File: src/rtl/bus_timer.sv
// Programmable 32-bit down-counting timer on the word-addressed register bus.
// Optional capture input enabled by defining BUS_TIMER_CAPTURE_EN.
module bus_timer #(
    parameter logic [30:0] BASE_ADDR = 31'h0000_0100,
    parameter logic [31:0] ID_VALUE  = 32'h544D_5231
) (
    input  logic        clk,
    input  logic        reset,
    input  logic [30:0] addr_bus,
    input  logic [31:0] data_bus_wr,
    output logic [31:0] data_bus_rd,
    input  logic        wr_strobe,
    input  logic        rd_strobe,
`ifdef BUS_TIMER_CAPTURE_EN
    input  logic        capture_in,
`endif
    output logic        irq
);

    localparam logic [2:0] OFF_CTRL     = 3'd0;
    localparam logic [2:0] OFF_PRESCALE = 3'd1;
    localparam logic [2:0] OFF_RELOAD   = 3'd2;
    localparam logic [2:0] OFF_COUNT    = 3'd3;
    localparam logic [2:0] OFF_STATUS   = 3'd4;
    localparam logic [2:0] OFF_ID       = 3'd5;
    localparam logic [2:0] OFF_CAPTURE  = 3'd6;

    logic        en;
    logic        auto_rl;
    logic        irqen;
    logic [15:0] prescale;
    logic [31:0] reload;
    logic [31:0] count;
    logic [15:0] pc;
    logic        exp_flag;
    logic        cap_flag;
    logic [31:0] capture_val;

    logic        in_window;
    logic [2:0]  offset;
    logic        wr_ctrl;
    logic        wr_prescale;
    logic        wr_reload;
    logic        wr_count;
    logic        wr_status;
    logic        tick;
    logic        expire;

    // No read side effects exist in this block.
    logic        unused_rd;
    assign unused_rd = rd_strobe;

    assign in_window   = (addr_bus[30:3] == BASE_ADDR[30:3]);
    assign offset      = addr_bus[2:0];
    assign wr_ctrl     = wr_strobe && in_window && (offset == OFF_CTRL);
    assign wr_prescale = wr_strobe && in_window && (offset == OFF_PRESCALE);
    assign wr_reload   = wr_strobe && in_window && (offset == OFF_RELOAD);
    assign wr_count    = wr_strobe && in_window && (offset == OFF_COUNT);
    assign wr_status   = wr_strobe && in_window && (offset == OFF_STATUS);

    assign tick   = en && (pc == prescale);
    assign expire = tick && (count == '0);

    // A bus write to CTRL overrides the one-shot EN clear.
    always_ff @(posedge clk or negedge reset) begin
        if (!reset) begin
            en      <= 1'b0;
            auto_rl <= 1'b0;
            irqen   <= 1'b0;
        end else if (wr_ctrl) begin
            en      <= data_bus_wr[0];
            auto_rl <= data_bus_wr[1];
            irqen   <= data_bus_wr[2];
        end else if (expire && !auto_rl) begin
            en      <= 1'b0;
        end
    end

    always_ff @(posedge clk or negedge reset) begin
        if (!reset) begin
            prescale <= '0;
            reload   <= '0;
        end else begin
            if (wr_prescale)
                prescale <= data_bus_wr[15:0];
            if (wr_reload)
                reload <= data_bus_wr;
        end
    end

    // pc restarts only when EN changes via CTRL; a smaller new P makes pc wrap.
    always_ff @(posedge clk or negedge reset) begin
        if (!reset) begin
            pc <= '0;
        end else if (wr_ctrl && (!data_bus_wr[0] || !en)) begin
            pc <= '0;
        end else if (en) begin
            pc <= tick ? 16'd0 : pc + 16'd1;
        end
    end

    always_ff @(posedge clk or negedge reset) begin
        if (!reset) begin
            count <= '0;
        end else if (wr_count) begin
            count <= data_bus_wr;
        end else if (tick) begin
            if (count != '0)
                count <= count - 32'd1;
            else if (auto_rl)
                count <= reload;
        end
    end

    always_ff @(posedge clk or negedge reset) begin
        if (!reset) begin
            exp_flag <= 1'b0;
            irq      <= 1'b0;
        end else begin
            if (expire)
                exp_flag <= 1'b1;
            else if (wr_status && data_bus_wr[0])
                exp_flag <= 1'b0;
            irq <= exp_flag && irqen;
        end
    end

`ifdef BUS_TIMER_CAPTURE_EN
    logic sync1;
    logic sync2;
    logic sync3;
    logic cap_p1;
    logic cap_p2;

    // Edge on sync2 -> two pipeline stages -> capture: three cycles total.
    always_ff @(posedge clk or negedge reset) begin
        if (!reset) begin
            sync1       <= 1'b0;
            sync2       <= 1'b0;
            sync3       <= 1'b0;
            cap_p1      <= 1'b0;
            cap_p2      <= 1'b0;
            capture_val <= '0;
            cap_flag    <= 1'b0;
        end else begin
            sync1  <= capture_in;
            sync2  <= sync1;
            sync3  <= sync2;
            cap_p1 <= sync2 && !sync3;
            cap_p2 <= cap_p1;
            if (cap_p2) begin
                capture_val <= count;
                cap_flag    <= 1'b1;
            end else if (wr_status && data_bus_wr[2]) begin
                cap_flag    <= 1'b0;
            end
        end
    end
`else
    assign capture_val = '0;
    assign cap_flag    = 1'b0;
`endif

    always_comb begin
        data_bus_rd = '0;
        if (in_window) begin
            case (offset)
                OFF_CTRL:     data_bus_rd = {29'd0, irqen, auto_rl, en};
                OFF_PRESCALE: data_bus_rd = {16'd0, prescale};
                OFF_RELOAD:   data_bus_rd = reload;
                OFF_COUNT:    data_bus_rd = count;
                OFF_STATUS:   data_bus_rd = {29'd0, cap_flag, en, exp_flag};
                OFF_ID:       data_bus_rd = ID_VALUE;
                OFF_CAPTURE:  data_bus_rd = capture_val;
                default:      data_bus_rd = '0;
            endcase
        end
    end

endmodule
File: config.mk
export PLATFORM = sky130hd
export DESIGN_NAME = bus_timer
export DESIGN_NICKNAME = d
export VERILOG_FILES = /design/src/rtl/bus_timer.sv
export SDC_FILE = /design/constraint.sdc
export NUM_CORES = 1
export LEC_CHECK = 0
export BUFFER_PORTS_ARGS = -buffer_cell sky130_fd_sc_hd__buf_2
export CAP_MARGIN = 20
export CELL_PAD_IN_SITES_DETAIL_PLACEMENT = 1
export CELL_PAD_IN_SITES_GLOBAL_PLACEMENT = 1
export CORE_ASPECT_RATIO = 2
export CORE_UTILIZATION = 47
export DETAILED_ROUTE_END_ITERATION = 10
export PLACE_DENSITY = 0.95
export SLEW_MARGIN = 20
export SYNTH_ARGS = -nofsm -noshare
export SYNTH_HDL_FRONTEND = slang
export SYNTH_SLANG_ARGS = --single-unit
export TNS_END_PERCENT = 10
File: constraint.sdc
create_clock -name clk -period 4.3 [get_ports clk]
set_clock_uncertainty 0.2 [all_clocks]
set_input_delay 0.645 -clock clk [delete_from_list [all_inputs] [get_ports clk]]
set_output_delay 0.645 -clock clk [all_outputs]
set_load 0.01 [all_outputs]
==> run_summary.xml <==
<?xml version="1.0" encoding="UTF-8"?>
<metrics>
  <group name="run_status">
    <metric name="status" unit="">finished, violations left</metric>
    <metric name="failed_checks" unit="">DRC</metric>
  </group>
  <group name="clock_tree">
    <metric name="ctsHtreeMaxLevel" unit="">3</metric>
    <metric name="cell_at_the_root_of_the_clock_tree" unit="">sky130_fd_sc_hd__clkbuf_16</metric>
    <metric name="postCtsSetupBuffers" unit="">0</metric>
    <metric name="tritoncts" unit="">built</metric>
    <metric name="clk_path_buf_depth" unit="">2</metric>
    <metric name="cts.sinks" unit="">101</metric>
    <metric name="cts.hold.buffers_added" unit="">0</metric>
    <metric name="clkTransAtPathRegs" unit="ps">80</metric>
    <metric name="cts_repair_resize_count" unit="">0</metric>
    <metric name="clock_insertion_delay_worst_skew" unit="ps">360</metric>
    <metric name="cts_buf_count" unit="">9</metric>
  </group>
  <group name="sta">
    <metric name="fin_ws" unit="ps">840</metric>
    <metric name="timing.setup.tns" unit="ps">0</metric>
    <metric name="max_freq" unit="MHz">289</metric>
    <metric name="rsz0062_at_grt" unit="">false</metric>
    <metric name="period_share" unit="%">80.5</metric>
    <metric name="timing.final.hold_violations" unit="">0</metric>
    <metric name="final_critical_path_required_period" unit="ps">3460</metric>
    <metric name="setup_violations" unit="">0</metric>
    <metric name="timing.hold.ws" unit="ps">67.3</metric>
    <metric name="worst_pin_slew" unit="ps">863</metric>
    <metric name="max_slew_margin" unit="%">42.3</metric>
    <metric name="slew_violations" unit="">0</metric>
  </group>
  <group name="global_route">
    <metric name="grt_pass1_vias" unit="">6671</metric>
    <metric name="gr_overflow_total" unit="">0</metric>
    <metric name="grt_start_max_net_pins" unit="">41</metric>
    <metric name="antenna_found_initial" unit="">0</metric>
    <metric name="wire_length_of_the_first_global_routing_pass" unit="mm">36.1</metric>
    <metric name="grt.total_usage" unit="%">33.3</metric>
  </group>
  <group name="layout">
    <metric name="finalNetCount" unit="">841</metric>
    <metric name="area_growth_syn_to_layout" unit="%">14.3</metric>
    <metric name="antennaDiodeCount" unit="">0</metric>
    <metric name="drive_gt1_share" unit="%">27.8</metric>
    <metric name="finish.utilization" unit="%">55.0</metric>
    <metric name="final-instance-count-excl-fill" unit="">931</metric>
  </group>
  <group name="synthesis">
    <metric name="avgSynthCellArea" unit="um2">9.29</metric>
    <metric name="asyncSetResetFlopFracSynth" unit="%">100</metric>
    <metric name="synth.yosys.seq_area_share" unit="%">39.3</metric>
    <metric name="library_cells_used_by_synthesis" unit="">60</metric>
    <metric name="yosys_register_bits" unit="">101</metric>
    <metric name="synth_cells" unit="">692</metric>
    <metric name="nets_in_the_synthesized_netlist" unit="">762</metric>
    <metric name="post_synth_instance_area" unit="mm2">0.00643</metric>
    <metric name="yosys_warnings" unit="">0</metric>
    <metric name="number_of_synthesized_flops_with_an_enable_pin" unit="">0</metric>
    <metric name="synth_top_flop_cell" unit="">sky130_fd_sc_hd__dfrtp_1</metric>
  </group>
  <group name="placed_design">
    <metric name="io_buffer_count" unit="">98</metric>
    <metric name="place_hpwl" unit="mm">16.9</metric>
    <metric name="gp_congestion" unit="">0.955</metric>
    <metric name="setup_ws_pre_cts" unit="ps">784</metric>
    <metric name="place.detailed.instances" unit="">915</metric>
  </group>
  <group name="critical_path">
    <metric name="timing.critical_path.from" unit="">addr_bus[26]</metric>
    <metric name="max_fanout_on_critical_path" unit="">12</metric>
    <metric name="worst-endpoint-required" unit="ps">3450</metric>
    <metric name="worst_r2r_startpoint" unit="">count[17]</metric>
    <metric name="endpoint_kind" unit="">primary output</metric>
    <metric name="worst_setup_path_start_kind" unit="">primary input</metric>
    <metric name="timing_worst_setup_path_type" unit="">in2out</metric>
    <metric name="cp.arrival" unit="ps">2620</metric>
  </group>
  <group name="drt">
    <metric name="drc" unit="">4</metric>
    <metric name="wl_per_cell" unit="um">24.4</metric>
    <metric name="route.antenna.remaining_nets" unit="">0</metric>
    <metric name="detail_route.first_pass.iterations" unit="">10</metric>
    <metric name="detail_route.vias_per_cell" unit="">6.53</metric>
    <metric name="via_count" unit="">6082</metric>
    <metric name="routed_wl" unit="mm">22.7</metric>
    <metric name="detail_route.iter0.violations" unit="">268</metric>
  </group>
  <group name="die">
    <metric name="start_util" unit="%">48.1</metric>
    <metric name="dieArea" unit="mm2">0.0142</metric>
    <metric name="die_height" unit="um">167</metric>
    <metric name="fp-row-count" unit="">60</metric>
    <metric name="die_w" unit="um">84.7</metric>
    <metric name="io_pins" unit="">100</metric>
    <metric name="floorplan.core_area" unit="mm2">0.0134</metric>
  </group>
  <group name="power_and_ir_drop">
    <metric name="pwr_density_cell" unit="mW/mm2">255</metric>
    <metric name="ir_worst_vdd" unit="mV">0.215</metric>
    <metric name="power.leakage" unit="uW">0.00324</metric>
  </group>
  <group name="run">
    <metric name="cap_violations" unit="">0</metric>
  </group>
  <group name="worst_hold_path">
    <metric name="worstHoldPathType" unit="">in2async</metric>
  </group>
</metrics>
synthesized netlist by cell type, types with 4 or more instances:
cell | count | share of area, %
sky130_fd_sc_hd__mux2i_1 | 19 | 3.0
sky130_fd_sc_hd__nor4b_1 | 5 | 0.68
sky130_fd_sc_hd__a211o_1 | 10 | 1.4
sky130_fd_sc_hd__nor2b_1 | 6 | 0.58
sky130_fd_sc_hd__inv_1 | 5 | 0.29
sky130_fd_sc_hd__clkbuf_1 | 37 | 2.2
sky130_fd_sc_hd__a31oi_1 | 6 | 0.58
sky130_fd_sc_hd__nand2_1 | 79 | 4.6
sky130_fd_sc_hd__xor2_1 | 15 | 2.0
sky130_fd_sc_hd__xnor2_1 | 33 | 4.5
sky130_fd_sc_hd__nor4_1 | 20 | 1.9
sky130_fd_sc_hd__buf_6 | 4 | 0.70
sky130_fd_sc_hd__o21ai_1 | 4 | 0.31
sky130_fd_sc_hd__or4_1 | 7 | 0.82
sky130_fd_sc_hd__o211ai_1 | 4 | 0.47
sky130_fd_sc_hd__o22a_1 | 5 | 0.68
sky130_fd_sc_hd__o21ai_0 | 27 | 2.1
sky130_fd_sc_hd__a21oi_1 | 35 | 2.7
sky130_fd_sc_hd__mux2_2 | 65 | 11
sky130_fd_sc_hd__nor2_1 | 49 | 2.9
sky130_fd_sc_hd__nand3_1 | 31 | 2.4
sky130_fd_sc_hd__buf_2 | 9 | 0.70
sky130_fd_sc_hd__or3_1 | 7 | 0.68
sky130_fd_sc_hd__dfrtp_1 | 101 | 39
sky130_fd_sc_hd__nand4_1 | 11 | 1.1
sky130_fd_sc_hd__a22oi_1 | 19 | 2.2
sky130_fd_sc_hd__nor3_1 | 21 | 1.6
worst max-delay path: stages:
cell	delay [ps]
sky130_fd_sc_hd__buf_2	90
sky130_fd_sc_hd__or4_1	570
sky130_fd_sc_hd__and3b_1	360
sky130_fd_sc_hd__nand3_1	470
sky130_fd_sc_hd__nor2_1	290
sky130_fd_sc_hd__buf_2	170
metrics by stage:
step | total power (uW) | area [um2]
final | 1870 | 7350
after global routing | 1930 | 7350
after CTS | 1880 | 7350
after detailed placement | 1090 | 7070
after global placement | 1080 | 7060
after floorplan | 1010 | 6430
metal layers:
layer | vias up | wire length [um] | global-route usage (%)
met1 | 3038 | 7880 | 34.0
met4 | 0 | 1840 | 26.8
met2 | 240 | 12100 | 59.4
li1 | 2692 | - | -
met3 | 112 | 895 | 4.63
met5 | - | 0 | 0
layout make-up:
cell class	count	area, um2
well taps	155	194
fillers	1566	6010
repair buffers	119	651
clock buffers	9	225
flip-flops and latches	101	2530
clock inverters	7	57.6
multi-input cells	535	3670
inverters	5	18.8
registers in the layout (all words and copies together), names as in the netlist:
signal and cells:
count 32, reload 32, pc 16, prescale 16, auto_rl 1, en 1, exp_flag 1, irq 1
irqen 1
power by group:
part	switching, uW	total, uW	internal (uW)
Clock	400	801	400
Sequential	1.65	951	950
Combinational	74.5	121	46.7
Total	477	1870	1400
cells in the final DEF, fill, tap and decap left out, types with 5 or more instances in the layout:
cell and instances:
sky130_fd_sc_hd__dfrtp_1 101, sky130_fd_sc_hd__buf_2 97, sky130_fd_sc_hd__nand2_1 79, sky130_fd_sc_hd__mux2_2 65
sky130_fd_sc_hd__nor2_1 49, sky130_fd_sc_hd__a21oi_1 35, sky130_fd_sc_hd__xnor2_1 33, sky130_fd_sc_hd__nand3_1 31
sky130_fd_sc_hd__o21ai_0 27, sky130_fd_sc_hd__buf_4 22, sky130_fd_sc_hd__nor4_1 19, sky130_fd_sc_hd__mux2i_1 19
sky130_fd_sc_hd__a22oi_1 19, sky130_fd_sc_hd__nor3_1 19, sky130_fd_sc_hd__xor2_1 15, sky130_fd_sc_hd__nand4_1 11
sky130_fd_sc_hd__a211o_1 10, sky130_fd_sc_hd__clkbuf_16 9, sky130_fd_sc_hd__or4_1 7, sky130_fd_sc_hd__or3_1 7
sky130_fd_sc_hd__nor2b_1 6, sky130_fd_sc_hd__a31oi_1 6, sky130_fd_sc_hd__inv_1 5, sky130_fd_sc_hd__nor4b_1 5
sky130_fd_sc_hd__o22a_1 5
final timing paths:
kind | to | slack, ps | cells after the start
worst min register to register | irq | 330 | 1
worst max register to register | count[4] | 940 | 6
min in group clk | count[30] | 320 | 3
worst min-delay path | count[7] | 70 | 1
max in group asynchronous | count[9] | 2940 | 2
worst max-delay path | data_bus_rd[7] | 840 | 6
logic make-up after synthesis:
kind of cell             Yosys count  synth area share (%)
adder cells (fa/ha/maj)            3                 0.584
XOR/XNOR                          48                  6.54
flip-flops                       101                  39.3
AO/OA/AOI/OAI                    139                  14.2
multiplexers                      85                  14.7
buffers and inverters             56                  3.91
AND/OR/NAND/NOR                  260                  20.8
Note: power is estimated with default switching activity, not from simulation.
